==> config.mk <==
export PLATFORM = sky130hd
export DESIGN_NAME = log_multiply_arbiter
export DESIGN_NICKNAME = d
export VERILOG_FILES = /design/src/rtl/log_multiply_arbiter.sv
export SDC_FILE = /design/constraint.sdc
export NUM_CORES = 1
export LEC_CHECK = 0
export CAP_MARGIN = 20
export CORE_MARGIN = 2
export CORE_UTILIZATION = 47
export CTS_CLUSTER_SIZE = 20
export DETAILED_ROUTE_END_ITERATION = 16
export PLACE_DENSITY = 0.86
export SYNTH_ARGS = -nofsm -noshare
export SYNTH_HDL_FRONTEND = slang
export SYNTH_SLANG_ARGS = --single-unit
==> constraint.sdc <==
create_clock -name clock -period 8.5 [get_ports clock]
set_input_delay 1.7 -clock clock [delete_from_list [all_inputs] [get_ports clock]]
set_output_delay 1.7 -clock clock [all_outputs]
set_load 0.01 [all_outputs]
==> src/rtl/log_multiply_arbiter.sv <==
`default_nettype none
// ============================================================================
// Module   : log_multiply_arbiter
// Brief    : Round-robin arbiter sharing one pipelined packed-log multiplier.
//            Optional statistics counters: LOG_MULTIPLY_ARB_STATS_EN.
// Revision : 1.0
// ============================================================================
// Packed number: {sign, LW-bit two's-complement log2 magnitude in M.F}.
// Log field most-negative = zero, most-positive = inf/saturated max.
module log_multiply_arbiter #(
    parameter int M       = 3,
    parameter int F       = 4,
    parameter int NUM_REQ = 4,
    parameter int PIPE    = 2,
    localparam int W      = 1 + M + F,
    localparam int IDW    = (NUM_REQ > 1) ? $clog2(NUM_REQ) : 1
) (
    input  logic                 clock,
    input  logic                 reset,
    input  logic [NUM_REQ-1:0]   req_valid,
    input  logic [NUM_REQ*W-1:0] req_a,
    input  logic [NUM_REQ*W-1:0] req_b,
    output logic [NUM_REQ-1:0]   req_ready,
    output logic                 resp_valid,
    output logic [IDW-1:0]       resp_id,
    output logic [W-1:0]         resp_c,
    input  logic                 resp_ready
`ifdef LOG_MULTIPLY_ARB_STATS_EN
    ,
    output logic [31:0]          busy_cycles,
    output logic [31:0]          stall_cycles
`endif
);

    localparam int LW = M + F;
    localparam int UW = LW + 4;
    localparam logic [LW-1:0]        c_zero_code = {1'b1, {(LW-1){1'b0}}};
    localparam logic [LW-1:0]        c_inf_code  = {1'b0, {(LW-1){1'b1}}};
    localparam logic signed [LW:0]   c_max_s     = {2'b00, {(LW-1){1'b1}}};
    localparam logic signed [LW:0]   c_min_s     = {2'b11, {(LW-1){1'b0}}};

    // Unpacked product: {sign, zero, inf, LW+1-bit log sum}
    function automatic logic [UW-1:0] f_mul(input logic [W-1:0] a, input logic [W-1:0] b);
        logic za, zb, ia, ib;
        logic signed [LW:0] s;
        za = (a[LW-1:0] == c_zero_code);
        zb = (b[LW-1:0] == c_zero_code);
        ia = (a[LW-1:0] == c_inf_code);
        ib = (b[LW-1:0] == c_inf_code);
        s  = signed'({a[LW-1], a[LW-1:0]}) + signed'({b[LW-1], b[LW-1:0]});
        return {a[W-1] ^ b[W-1], (za | zb) & ~(ia | ib), ia | ib, s};
    endfunction

    function automatic logic [W-1:0] f_pack(input logic [UW-1:0] u);
        logic sgn;
        logic signed [LW:0] s;
        sgn = u[UW-1];
        s   = signed'(u[LW:0]);
        if (u[UW-3])         return {sgn, c_inf_code};
        else if (u[UW-2])    return {1'b0, c_zero_code};
        else if (s >= c_max_s) return {sgn, c_inf_code};
        else if (s <= c_min_s) return {1'b0, c_zero_code};
        else                 return {sgn, s[LW-1:0]};
    endfunction

    logic [PIPE-1:0]  r_vld;
    logic [IDW-1:0]   r_id [PIPE];
    logic [W-1:0]     r_c;
    logic [IDW-1:0]   r_rr;

    logic             w_advance;
    logic             w_found;
    logic             w_xfer;
    logic [IDW-1:0]   w_gnt_id;
    logic [IDW:0]     w_sum;
    logic [IDW-1:0]   w_cand;
    logic [NUM_REQ-1:0] w_grant;
    logic [W-1:0]     w_a;
    logic [W-1:0]     w_b;
    logic [UW-1:0]    w_prod;

    assign w_advance = !(r_vld[PIPE-1] && !resp_ready);

    // First valid requester at or after the pointer, wrapping modulo NUM_REQ
    always_comb begin
        w_found  = 1'b0;
        w_gnt_id = '0;
        w_sum    = '0;
        w_cand   = '0;
        for (int k = 0; k < NUM_REQ; k++) begin
            w_sum = {1'b0, r_rr} + (IDW+1)'(k);
            if (w_sum >= (IDW+1)'(NUM_REQ)) begin
                w_sum = w_sum - (IDW+1)'(NUM_REQ);
            end
            w_cand = w_sum[IDW-1:0];
            if (!w_found && req_valid[w_cand]) begin
                w_found  = 1'b1;
                w_gnt_id = w_cand;
            end
        end
    end

    assign w_xfer = w_found && w_advance && !reset;

    always_comb begin
        w_grant = '0;
        if (w_xfer) begin
            w_grant[w_gnt_id] = 1'b1;
        end
    end

    assign req_ready = w_grant;
    assign w_a       = req_a[int'(w_gnt_id)*W +: W];
    assign w_b       = req_b[int'(w_gnt_id)*W +: W];
    assign w_prod    = f_mul(w_a, w_b);

    always_ff @(posedge clock or posedge reset) begin
        if (reset) begin
            r_vld <= '0;
            r_rr  <= '0;
            for (int k = 0; k < PIPE; k++) begin
                r_id[k] <= '0;
            end
        end else if (w_advance) begin
            r_vld[0] <= w_xfer;
            r_id[0]  <= w_gnt_id;
            for (int k = 1; k < PIPE; k++) begin
                r_vld[k] <= r_vld[k-1];
                r_id[k]  <= r_id[k-1];
            end
            if (w_xfer) begin
                r_rr <= (w_gnt_id == IDW'(NUM_REQ-1)) ? '0 : w_gnt_id + 1'b1;
            end
        end
    end

    generate
        if (PIPE == 1) begin : g_pipe_one
            always_ff @(posedge clock or posedge reset) begin
                if (reset) begin
                    r_c <= '0;
                end else if (w_advance) begin
                    r_c <= f_pack(w_prod);
                end
            end
        end else begin : g_pipe_multi
            logic [UW-1:0] r_u [PIPE-1];
            always_ff @(posedge clock or posedge reset) begin
                if (reset) begin
                    r_c <= '0;
                    for (int k = 0; k < PIPE-1; k++) begin
                        r_u[k] <= '0;
                    end
                end else if (w_advance) begin
                    r_u[0] <= w_prod;
                    for (int k = 1; k < PIPE-1; k++) begin
                        r_u[k] <= r_u[k-1];
                    end
                    r_c <= f_pack(r_u[PIPE-2]);
                end
            end
        end
    endgenerate

    assign resp_valid = r_vld[PIPE-1];
    assign resp_id    = r_id[PIPE-1];
    assign resp_c     = r_c;

`ifdef LOG_MULTIPLY_ARB_STATS_EN
    logic [31:0] r_busy;
    logic [31:0] r_stall;
    always_ff @(posedge clock or posedge reset) begin
        if (reset) begin
            r_busy  <= '0;
            r_stall <= '0;
        end else begin
            if (|r_vld)     r_busy  <= r_busy + 32'd1;
            if (!w_advance) r_stall <= r_stall + 32'd1;
        end
    end
    assign busy_cycles  = r_busy;
    assign stall_cycles = r_stall;
`endif

endmodule
`default_nettype wire

==> results of run 1 <==
[Yosys cell counts, types with 5 or more instances]
cell	count	area [µm²]
nand2_1	34	128
dfrtp_1	27	676
mux2i_1	27	270
nor2_1	20	75.1
inv_1	16	60.1
o21ai_0	14	70.1
ha_1	11	138
mux2_2	9	101
a21oi_1	7	35.0
o21ai_1	6	30.0
clkbuf_1	5	18.8
nor3_1	5	25.0
xnor2_1	5	43.8
xor2_1	5	43.8
[cell families (layout without fill, tap and decap cells)]
| family | after synthesis | count (layout) | synth area share [%] |
|---|---|---|---|
| compound gates | 48 | 48 | 14.3 |
| fa+ha+maj | 12 | 12 | 6.84 |
| xor+xnor | 10 | 10 | 4.06 |
| buf+inv | 29 | 108 | 6.78 |
| simple gates | 82 | 82 | 18.0 |
| mux | 39 | 39 | 18.8 |
| flops | 27 | 27 | 31.3 |
[metal layers]
layer | track usage, % | wire length [µm]
met3 | 4.36 | 288
met2 | 39.8 | 2870
met1 | 26.2 | 2310
met5 | 0 | 0
met4 | 4.40 | 57
[stage by stage]
stage               instance area [µm²]  instances
floorplan                          2160        247
global placement                   3010        373
detailed placement                 3010        373
CTS                                3050        377
global route                       3080        378
finish                             3080        378
[cell type report]
type	instances	area (µm²)	area share, %
inverters	16	60.1	1.95
clock inverters	1	5.00	0.162
flip-flops and latches	27	676	21.9
repair buffers	88	893	29.0
clock buffers	3	41.3	1.34
well taps	52	65.1	2.11
multi-input cells	191	1340	43.5
[critical path, delay by kind of cell]
kind / cells / cell delay (ps)
AO/OA/AOI/OAI: 2 / 1050
adder cells (fa/ha/maj): 1 / 270
buffers and inverters: 3 / 1160
AND/OR/NAND/NOR: 2 / 310
[worst paths after layout]
check,cells after the start,end
max,8,req_ready[2]
min,2,resp_id[0]
max reg2reg,13,g_pipe_multi.r_u[6]
min reg2reg,2,resp_id[0]
max in group asynchronous,3,resp_c[5]
min in group asynchronous,2,r_rr[1]
[registers in the layout (all words and copies together), names as in the netlist]
name              flops
g_pipe_multi.r_u     11
resp_c                8
r_id                  2
r_rr                  2
r_vld                 2
resp_id               2
[where the power goes]
part / internal, W / switching [W] / leakage (nW) / total, W
clock: 0.0000329 / 0.0000405 / 0.0255 / 0.0000734
sequential: 0.000186 / 0.0000408 / 0.323 / 0.000227
combinational: 0.000265 / 0.000280 / 1.00 / 0.000545
==> key figures, run 1 <==
Critical path
  – CP Data Arrival Time: 4480 ps
  – R2r setup slk: 4830 ps
  – CP max stage cell: o221a_2
  – Slowest cell delay on critical path: 900 ps
  – Worst setup SP type: input pin
  – Critical path endpoint category: primary output
  – Kind of critical path: in2out
  – Critical Path RT: 6800 ps
  – Crit path launch: req_valid[0]
  – Crit-path cells: clkdlybuf4s50_1 > nor2b_1 > o21ai_1 > o221a_2 > inv_1 > ha_1 > and2_1 > clkdlybuf4s50_1
  – Crit Path Max Fanout: 37
  – Most used cell, CP: clkdlybuf4s50_1
  – R2R Path Start: r_rr[0]

Timing
  – Slew @ Worst Pin: 1030 ps
  – Final setup viols: 0
  – Max-slew headroom: 31.3%
  – Hold slack: 471 ps
  – Fin crit share: 72.7%
  – Skew final: 12.6 ps
  – Slew Limit Fails: 0
  – PnR worst setup slack: 2320 ps
  – Final setup TNS: 0 ps
  – Fin crit period: 6180 ps
  – Final hold violations: 0
  – F_max: 162 MHz
  – RSZ-0062 raised after global routing: no

Power and ir drop
  – Design Power: 0.000846 W
  – Pleak: 1.35 nW
  – PD cells: 274 nW/µm²
  – Peak supply drop: 0.185 mV

Placed design
  – IO buf count: 85
  – Place WS: 2310 ps
  – Routability congestion estimate: 0.832
  – Post-DP HPWL: 4420 µm

Synthesis
  – Ys Warns: 0
  – Synth Flop Type: dfrtp_1
  – EDFF count, synth: 0
  – Unique masters post-synth: 44
  – Syn Std Cell Area: 2160 µm²
  – Gate Count Post-Synth: 247
  – #FFs+latches synth: 27
  – Share of flip-flops with an asynchronous set or reset: 100%
  – Syn nets: 329
  – Seq/Total Area, Yosys: 31.3%
  – Syn Area/Cell: 8.74 µm²

Clocking
  – Clk buf depth: 2
  – # resized after CTS: 0
  – Clock transition at path regs: 100 ps
  – Worst-Skew Late Latency: 280 ps
  – Clock buffer count from CTS: 3
  – Post-CTS Setup Repair Bufs: 0
  – Hold_buf cts: 0
  – Clk sinks: 27
  – CTS tree: built
  – Max H-tree Level: 1
  – Clock root cell: clkbuf_8

Finish
  – Finished Core Util: 70.3%
  – Fill count: 368
  – Share of cells above drive strength 1: 6.75%
  – Most common cell after layout, fill and taps aside: clkdlybuf4s50_1
  – P&R area growth vs syn: 42.6%
  – Nets: 409
  – # diodes: 0
  – Most frequent cells in the layout: clkdlybuf4s50_1, nand2_1, mux2i_1, dfrtp_1, nor2_1

Detailed routing
  – Detail Route Antenna Nets: 0
  – Vias per inst: 5.39
  – Final WL: 5530 µm
  – Router iterations before antenna repair: 4
  – Drt initial violations: 105
  – Wire per inst: 14.6 µm
  – Vias: 2,039
  – Drc violations: 0

Run
  – Max_cap viols: 0

Global routing
  – Vias in the first global route: 2,018
  – Initial antenna violation count: 0
  – Largest net degree at the start of global routing: 38
  – First-pass GRT wire length: 8930 µm
  – GRT Util Overall: 21.7%
  – GRT overflow: 0

Min path
  – Worst hold path class: reg2reg
  – Origin of the worst min-delay path: resp_id[0]

Die
  – Die width: 71.8 µm
  – Core area: 4380 µm²
  – DIE HEIGHT: 71.8 µm
  – Site Rows: 24
  – Die area: 5150 µm²
  – Starting density of the core: 49.3%
  – I/O pin cnt: 86

Run status
  – Outcome: finished clean
Power figures use the tool's default switching activity.
==> inputs of run 2 (changes only) <==
--- a/config.mk
+++ b/config.mk
@@ -7,10 +7,10 @@
 export LEC_CHECK = 0
 export CAP_MARGIN = 20
 export CORE_MARGIN = 2
-export CORE_UTILIZATION = 47
+export CORE_UTILIZATION = 44
 export CTS_CLUSTER_SIZE = 20
 export DETAILED_ROUTE_END_ITERATION = 16
-export PLACE_DENSITY = 0.86
+export PLACE_DENSITY = 0.81
 export SYNTH_ARGS = -nofsm -noshare
 export SYNTH_HDL_FRONTEND = slang
 export SYNTH_SLANG_ARGS = --single-unit
==> constraint.sdc (replaced) <==
create_clock -name clock -period 6.25 [get_ports clock]
set_input_delay 1.25 -clock clock [delete_from_list [all_inputs] [get_ports clock]]
set_output_delay 1.25 -clock clock [all_outputs]
set_load 0.01 [all_outputs]
==> key figures, run 2 (same netlist as run 1, synthesis figures left out) <==
Run status
  – Outcome: finished clean

Die
  – Core area: 4720 µm² (+7.7%)
  – Die area: 5480 µm² (+6.4%)
  – Starting density of the core: 45.7% (-3.5 points)
  – I/O pin cnt: 86 (unchanged)
  – Die width: 74.1 µm (+3.2%)
  – DIE HEIGHT: 74.1 µm (+3.2%)
  – Site Rows: 25 (+4.2%)

Placed design
  – Post-DP HPWL: 4320 µm (-2.3%)
  – Routability congestion estimate: 0.824 (-0.96%)
  – IO buf count: 85 (unchanged)

Clocking
  – Clock transition at path regs: 80 ps (-20 ps)
  – Hold_buf cts: 0 (unchanged)
  – CTS tree: built
  – Worst-Skew Late Latency: 270 ps (about the same)
  – Max H-tree Level: 1 (unchanged)
  – Clock root cell: clkbuf_8
  – Clock buffer count from CTS: 3 (unchanged)
  – Clk sinks: 27 (unchanged)
  – Clk buf depth: 2 (unchanged)
  – # resized after CTS: 0 (unchanged)
  – Post-CTS Setup Repair Bufs: 0 (unchanged)

Global routing
  – First-pass GRT wire length: 8390 µm (-6.0%)
  – GRT overflow: 0 (unchanged)
  – Initial antenna violation count: 0 (unchanged)
  – Largest net degree at the start of global routing: 34 (-11%)
  – Vias in the first global route: 1,828 (-9.4%)
  – GRT Util Overall: 19.5% (-2.2 points)

Timing
  – Hold slack: 478 ps (+6.80 ps)
  – Final setup viols: 0 (unchanged)
  – Final hold violations: 0 (unchanged)
  – RSZ-0062 raised after global routing: no
  – Final setup TNS: 0 ps (unchanged)
  – Slew Limit Fails: 0 (unchanged)
  – Fin crit share: 73.3%
  – Skew final: 3.70 ps (-8.86 ps)
  – Fin crit period: 4580 ps
  – F_max: 218 MHz
  – Max-slew headroom: 56.2% (+25 points)
  – Slew @ Worst Pin: 651 ps (-380 ps)

Finish
  – Fill count: 402 (+9.2%)
  – Finished Core Util: 65.8% (-4.5 points)
  – Most frequent cells in the layout: clkdlybuf4s50_1, nand2_1, mux2i_1, dfrtp_1, nor2_1
  – Most common cell after layout, fill and taps aside: clkdlybuf4s50_1
  – P&R area growth vs syn: 43.9%
  – Multi-input gate area: 1340 µm² (+0.19%)
  – Share of cells above drive strength 1: 7.03% (+0.29 points)
  – Number of flip-flops in the largest register: 11 (unchanged)
  – Register with the most flip-flops: g_pipe_multi.r_u
  – # diodes: 0 (unchanged)
  – Nets: 410 (+0.24%)
  – Sequential cell area: 676 µm² (unchanged)

Power and ir drop
  – PD cells: 367 nW/µm² (+34%)
  – Pleak: 1.35 nW (+0.17%)
  – Peak supply drop: 0.256 mV (+38%)
  – Net switching share of the total power: 42.3% (-0.51 points)
  – Clock power share: 8.3% (-0.4 points)
  – Net Sw Power: 0.000483 W (+33%)
  – Sequential power share: 27.1% (+0.3 points)
  – Cell Int Power: 0.000659 W (+36%)
  – Combinational power share: 64.6% (about the same)

Critical path
  – Most used cell, CP: clkdlybuf4s50_1
  – CP max stage cell: nor3_1
  – Crit-path cells: clkdlybuf4s50_1 > nor2b_2 > buf_4 > nor3_1 > and2_1 > clkdlybuf4s50_1
  – CP Data Arrival Time: 3330 ps (-1150 ps)
  – Worst setup SP type: input pin
  – Buf/Inv on CP: 3 (unchanged)
  – Critical path endpoint category: primary output
  – Capturing point of the worst reg2reg path: g_pipe_multi.r_u[6]
  – Worst reg2reg path depth: 14 (+1)
  – Critical Path RT: 5000 ps (-1800 ps)
  – R2r setup slk: 2950 ps (-1880 ps)
  – Slowest cell delay on critical path: 580 ps (-320 ps)
  – Crit Path Max Fanout: 33 (-11%)
  – Top delay family on crit path: buffers and inverters
  – R2R Path Start: r_rr[0]
  – Kind of critical path: in2out

Detailed routing
  – Vias: 1,989 (-2.5%)
  – Router iterations before antenna repair: 4 (unchanged)
  – Drt initial violations: 59 (-44%)
  – Detail Route Antenna Nets: 0 (unchanged)
  – Final WL: 5360 µm (-3.0%)
  – Drc violations: 0 (unchanged)
  – Wire per inst: 13.6 µm (-6.9%)
  – Vias per inst: 5.05 (-6.4%)

Run
  – Max_cap viols: 0 (unchanged)

Min path
  – Worst hold path class: reg2reg
  – Hold endpoint: resp_id[1]
  – Hold path cells: 2 (unchanged)
  – Origin of the worst min-delay path: resp_id[1]
==> run 2: final cells by class <==
class / instances / share of cell area [%]
clock buffer: 4 / 1.45
inverter: 16 / 1.93
multi-input combinational: 191 / 43.2
sequential: 27 / 21.7
tap: 67 / 2.70
timing repair buffer: 89 / 29.0
==> run 2: worst max-delay path by stage <==
| stage | start | to | slack [ps] | depth (start not counted) |
|---|---|---|---|---|
| 6_report | resp_ready | req_ready[2] | 1670 | 6 |
| 5_1_grt | resp_ready | req_ready[3] | 1510 | 6 |
| 4_1_cts | req_valid[1] | req_ready[1] | 1660 | 9 |
| 3_5_place_dp | req_valid[0] | g_pipe_multi.r_u[6] | 1550 | 15 |
| 3_3_place_gp | req_valid[0] | g_pipe_multi.r_u[6] | 1620 | 14 |
| 2_1_floorplan | req_valid[2] | req_ready[0] | 2210 | 10 |
==> run 2: worst min-delay path, stage by stage, from the launching register on <==
cell     delay (ps)
dfrtp_1         350
nand2_1          50
nand2_1          50
==> run 2: through the flow <==
step | cells | power, W | setup slack [ps] | instance area, µm²
floorplan | 247 | 0.000833 | 2210 | 2160
global placement | 389 | 0.00103 | 1620 | 3040
detailed placement | 389 | 0.00105 | 1550 | 3040
CTS | 393 | 0.00115 | 1660 | 3080
global route | 394 | 0.00125 | 1510 | 3110
finish | 394 | 0.00114 | 1670 | 3110
==> run 2: layer usage <==
metal,routed length [µm],track usage (%),vias to the layer above
met3,343,3.39,2
met4,12,1.82,0
met1,2330,24.1,905
met5,0,0,-
met2,2670,36.6,59
li1,-,-,1023
==> run 2: power groups by stage <==
stage	Clock, W	Sequential [W]	Combinational, W
2_1_floorplan	0	0.000311	0.000522
3_3_place_gp	0	0.000307	0.000723
3_5_place_dp	0	0.000312	0.000736
4_1_cts	0.0000987	0.000309	0.000740
5_1_grt	0.000104	0.000321	0.000826
6_report	0.0000942	0.000310	0.000738
==> inputs of run 3 (changes only) <==
--- a/config.mk
+++ b/config.mk
@@ -7,10 +7,10 @@
 export LEC_CHECK = 0
 export CAP_MARGIN = 20
 export CORE_MARGIN = 2
-export CORE_UTILIZATION = 44
+export CORE_UTILIZATION = 40
 export CTS_CLUSTER_SIZE = 20
 export DETAILED_ROUTE_END_ITERATION = 16
-export PLACE_DENSITY = 0.81
+export PLACE_DENSITY = 0.78
 export SYNTH_ARGS = -nofsm -noshare
 export SYNTH_HDL_FRONTEND = slang
 export SYNTH_SLANG_ARGS = --single-unit
==> constraint.sdc (replaced) <==
create_clock -name clock -period 3.7 [get_ports clock]
set_input_delay 0.74 -clock clock [delete_from_list [all_inputs] [get_ports clock]]
set_output_delay 0.74 -clock clock [all_outputs]
set_load 0.01 [all_outputs]
==> key figures, run 3 (same netlist as run 1, synthesis figures left out) <==
Global routing
  – Largest net degree at the start of global routing: 33 (-2.9%)
  – GRT Util Overall: 19.2% (-0.29 points)
  – First-pass GRT wire length: 9580 µm (+14%)
  – Initial antenna violation count: 0 (unchanged)
  – GRT overflow: 0 (unchanged)
  – Vias in the first global route: 2,212 (+21%)

Timing
  – Final hold violations: 0 (unchanged)
  – Fin crit share: 97.2%
  – Slew Limit Fails: 0 (unchanged)
  – Fin crit period: 3600 ps
  – Hold slack: 471 ps (-6.52 ps)
  – PnR worst setup slack: 105 ps (-1560 ps)
  – Slew @ Worst Pin: 575 ps (-76.3 ps)
  – Skew final: 2.92 ps (-0.773 ps)
  – Max-slew headroom: 61.3% (+5.0 points)
  – Final setup TNS: 0 ps (unchanged)
  – Final setup viols: 0 (unchanged)
  – F_max: 278 MHz

Placed design
  – Post-DP HPWL: 4550 µm (+5.4%)
  – IO buf count: 85 (unchanged)
  – DP Cell Count: 405 (+4.1%)
  – Routability congestion estimate: 0.818 (-0.73%)
  – Place WS: -91.0 ps (-1640 ps)

Clocking
  – Clock root cell: clkbuf_8
  – # resized after CTS: 0 (unchanged)
  – CTS tree: built
  – Post-CTS Setup Repair Bufs: 0 (unchanged)
  – Clock buffer count from CTS: 3 (unchanged)
  – Clk buf depth: 2 (unchanged)
  – Worst-Skew Late Latency: 270 ps (about the same)
  – Clock transition at path regs: 90 ps (about the same)
  – Clk sinks: 27 (unchanged)
  – Max H-tree Level: 1 (unchanged)
  – Hold_buf cts: 0 (unchanged)

Detailed routing
  – Router iterations before antenna repair: 4 (unchanged)
  – Vias: 2,083 (+4.7%)
  – Final WL: 5630 µm (+4.9%)
  – Wire per inst: 13.8 µm (+1.1%)
  – Detail Route Antenna Nets: 0 (unchanged)
  – Drt initial violations: 74 (+25%)
  – Vias per inst: 5.09 (+0.89%)
  – Drc violations: 0 (unchanged)

Critical path
  – Worst setup SP type: input pin
  – Slowest cell delay on critical path: 540 ps (-40 ps)
  – Crit-path cells: clkdlybuf4s50_1 > nor2b_4 > nor2_1 > o221a_2 > buf_6 > inv_1 > ha_1 > and2_1 > clkdlybuf4s50_1
  – Buf/Inv on CP: 4 (+1)
  – CP max stage cell: clkdlybuf4s50_1
  – CP Data Arrival Time: 2860 ps (-470 ps)
  – Kind of critical path: in2out
  – Critical Path RT: 2960 ps (-2040 ps)
  – Top delay family on crit path: buffers and inverters
  – Crit Path Max Fanout: 14 (-58%)
  – Critical path endpoint category: primary output
  – Most used cell, CP: clkdlybuf4s50_1

Finish
  – Nets: 422 (+2.9%)
  – Number of flip-flops in the largest register: 11 (unchanged)
  – P&R area growth vs syn: 48.5%
  – Most common cell after layout, fill and taps aside: clkdlybuf4s50_1
  – Finished Core Util: 62.0% (-3.8 points)
  – Most frequent cells in the layout: clkdlybuf4s50_1, nand2_1, mux2i_1, dfrtp_1, nor2_1
  – Register with the most flip-flops: g_pipe_multi.r_u
  – # diodes: 0 (unchanged)
  – Share of cells above drive strength 1: 10.3% (+3.3 points)
  – Post-route non-filler standard cell count: 409 (+3.8%)

Run status
  – Outcome: finished clean

Die
  – I/O pin cnt: 86 (unchanged)
  – Site Rows: 26 (+4.0%)
  – Core area: 5170 µm² (+9.5%)
  – DIE HEIGHT: 77.5 µm (+4.6%)
  – Die area: 6000 µm² (+9.4%)
  – Die width: 77.5 µm (+4.6%)
  – Starting density of the core: 41.8% (-4.0 points)

Min path
  – Worst hold path class: reg2reg

Power and ir drop
  – Peak supply drop: 0.336 mV (+31%)
  – Pleak: 1.43 nW (+5.8%)
  – PD cells: 636 nW/µm² (+73%)

Run
  – Max_cap viols: 0 (unchanged)
-- run 3: worst min-delay path: stages, from the launching register on --
cell	delay, ps
dfrtp_1	350
nand2_1	50
nand2_1	50
-- run 3: worst paths after layout --
path	start	endpoint	slack, ps	depth (start not counted)
max reg2reg	r_rr[0]	g_pipe_multi.r_u[6]	770	14
min in group asynchronous	reset	r_rr[1]	850	3
max	req_valid[0]	req_ready[0]	100	9
min reg2reg	resp_id[0]	resp_id[0]	470	2
min	resp_id[0]	resp_id[0]	470	2
max in group asynchronous	reset	resp_c[5]	2580	3
-- run 3: per-stage QoR --
stage	total power (W)	cell area [µm²]
after floorplan	0.00141	2160
after global placement	0.00182	3150
after detailed placement	0.00186	3150
after CTS	0.00203	3190
after global routing	0.00222	3210
final	0.00204	3210
-- run 3: area by class of cell --
class | instances | area, µm²
timing repair buffer | 101 | 990
clock buffer | 4 | 45.0
inverter | 16 | 60.1
multi-input combinational | 191 | 1350
sequential | 27 | 676
fill | 437 | 1970
tap | 70 | 87.6
-- run 3: routing by layer --
layer	vias to the layer above	track usage, %	part of all wire (%)
li1	1045	-	-
met1	980	22.2	44
met2	54	36.6	50
met3	4	3.95	4.6
met4	0	3.21	0.62
met5	-	0	0
-- run 3: where the power goes --
| part | leakage, nW | switching (W) | internal, W |
|---|---|---|---|
| sequential | 0.323 | 0.0000920 | 0.000428 |
| combinational | 1.09 | 0.000671 | 0.000684 |
| clock | 0.0228 | 0.0000871 | 0.0000771 |
| total | 1.43 | 0.000850 | 0.00119 |
==> RTL edit: new RTL, settings of run 2 <==
The parameter `M` goes from 3 to 6.
--- a/src/rtl/log_multiply_arbiter.sv
+++ b/src/rtl/log_multiply_arbiter.sv
@@ -10,3 +10,3 @@
 module log_multiply_arbiter #(
-    parameter int M       = 3,
+    parameter int M       = 6,
     parameter int F       = 4,
Interface: changed (resized req_a, req_b and resp_c); port bits go from 86 to 113. The function was not compared with the original's and may differ.
==> RTL edit against run 2 <==
- first-iteration DRC count is 140% higher
- fmax fell by 16%
- power is 64% higher
- via count increased by 51%
- final area rose by 37%
- clock skew up 0.0034 ns
- worst setup slack worse by 0.88 ns
- sequential share of layout area fell by 2.4 points
- clock power is 110% higher
- non-clock buffer count increased by 28
- area after synthesis is 40% higher
- wire length increased by 46%
- sequential cell count rose by 6
- die area grew 38%
==> RTL edit: results (changes against run 2) <==
** Run status
- Result of the run :: complete, no violations (unchanged)

** Global route
- Global Route met3 Usage :: 4.076% (was 3.388%)
- Global-route wire length before repair :: 12990 µm (was 8390 µm)
- The global routing met2 resource utilization was 34.00% (was 36.61%).

** STA
- The worst path setup slack after routing was 0.7818 ns (was 1.667 ns).
- Final hold slack :: 0.4701 ns (was 0.4777 ns)
- The final worst clock skew came to 0.007101 ns (was 0.003698 ns).
- The normalized max-slew margin came to 32.66% (was 56.24%).

** Placement
- Instance count after placement with tap cells included :: 524 (was 389)
- The routability congestion estimate from global placement is 0.9417 (was 0.8244).
- The half-perimeter wire length after detailed placement is 6237 µm (was 4316 µm).
- The setup slack at placement was 0.7915 ns (was 1.547 ns).
- The count of buffers inserted at the top-level ports is 112 (was 85).
- The placed standard-cell area was 4155 µm² (was 3035 µm²).

** CTS
- Clock buffers created by TritonCTS :: 5 (was 3)

** Power and ir drop
- Total power after layout :: 1878 µW (was 1142 µW)
- The reported leakage power was 0.001804 µW (was 0.001353 µW).
- The worst supply voltage drop on vdd was 0.0001664 V (was 0.0002559 V).
- The proportion of total power due to net switching was 44.81% (was 42.26%).
- Combinational power :: 1270 µW (was 738 µW)

** Finish
- The synthesis-to-finish area growth is 41.13% (was 43.92%).
- Number of standard cells in the final layout excluding fillers :: 532 (was 394)
- Number of flip-flops in the largest register :: 14 (was 11)
- The proportion of layout cells with a drive suffix above 1 is 6.195% (was 7.034%).
- The number of nets in the layout was 559 (was 410).
- Layout filler cell count :: 574 (was 402)

** Critical path
- Setup slack of the most critical reg-to-reg path :: 2.25 ns (was 2.95 ns)
- Crit-path slowest cell :: sky130_fd_sc_hd__or4_1 (was sky130_fd_sc_hd__nor3_1)
- The number of cells on the worst reg-to-reg path came to 11 (was 14).
- The terminus of the critical flop-to-flop path was g_pipe_multi.r_u[9] (was g_pipe_multi.r_u[6]).
- The worst flop-to-flop path startpoint is r_rr[1] (was r_rr[0]).
- Maximum fanout count along the critical path :: 19 (was 33)
- The data arrival time of the critical path came to 4.22 ns (was 3.33 ns).

** Routing
- Routed wl met2 :: 3692 µm (was 2674 µm)
- Vias after detailed routing :: 3002 (was 1989)
- M1 wire length :: 3481 µm (was 2332 µm)
- The DRC violation total after the first TritonRoute iteration was 139 (was 59).
- Routed Wire Length :: 7802 µm (was 5362 µm)

** Synth
- The net count after synthesis was 458 (was 329).
- The sequential fraction of the synthesis area came to 27.28% (was 31.29%).
- Dominant cells by area after synthesis :: sky130_fd_sc_hd__dfrtp_1, sky130_fd_sc_hd__mux2i_1, sky130_fd_sc_hd__ha_1 (unchanged)
- The average size of a mapped cell was 8.648 µm² (was 8.743 µm²).
-- RTL edit: how the worst max path moves through the flow --
stage	start	end	cells past startpoint
after global routing	req_valid[3]	req_ready[0]	9
after floorplan	req_valid[2]	g_pipe_multi.r_u[9]	15
after CTS	req_valid[1]	req_ready[3]	9
after detailed placement	req_valid[3]	req_ready[3]	9
after global placement	req_valid[3]	req_ready[2]	9
final	req_valid[3]	req_ready[3]	9
-- RTL edit: logic make-up after synthesis --
| logic type | share of synthesized area, % |
|---|---|
| AND/OR/NAND/NOR | 22.65 |
| AO/OA/AOI/OAI | 21.41 |
| multiplexers | 14.59 |
| flip-flops | 27.28 |
| buffers and inverters | 4.919 |
| XOR/XNOR | 3.762 |
| adder cells (fa/ha/maj) | 5.374 |
-- RTL edit: layout make-up --
class | count | area share (%)
Tap cell | 80 | 2.343
Multi-Input combinational cell | 289 | 48.04
Inverter | 5 | 0.4394
Timing Repair Buffer | 117 | 27.12
Clock inverter | 1 | 0.7030
Clock buffer | 7 | 2.021
Sequential cell | 33 | 19.33
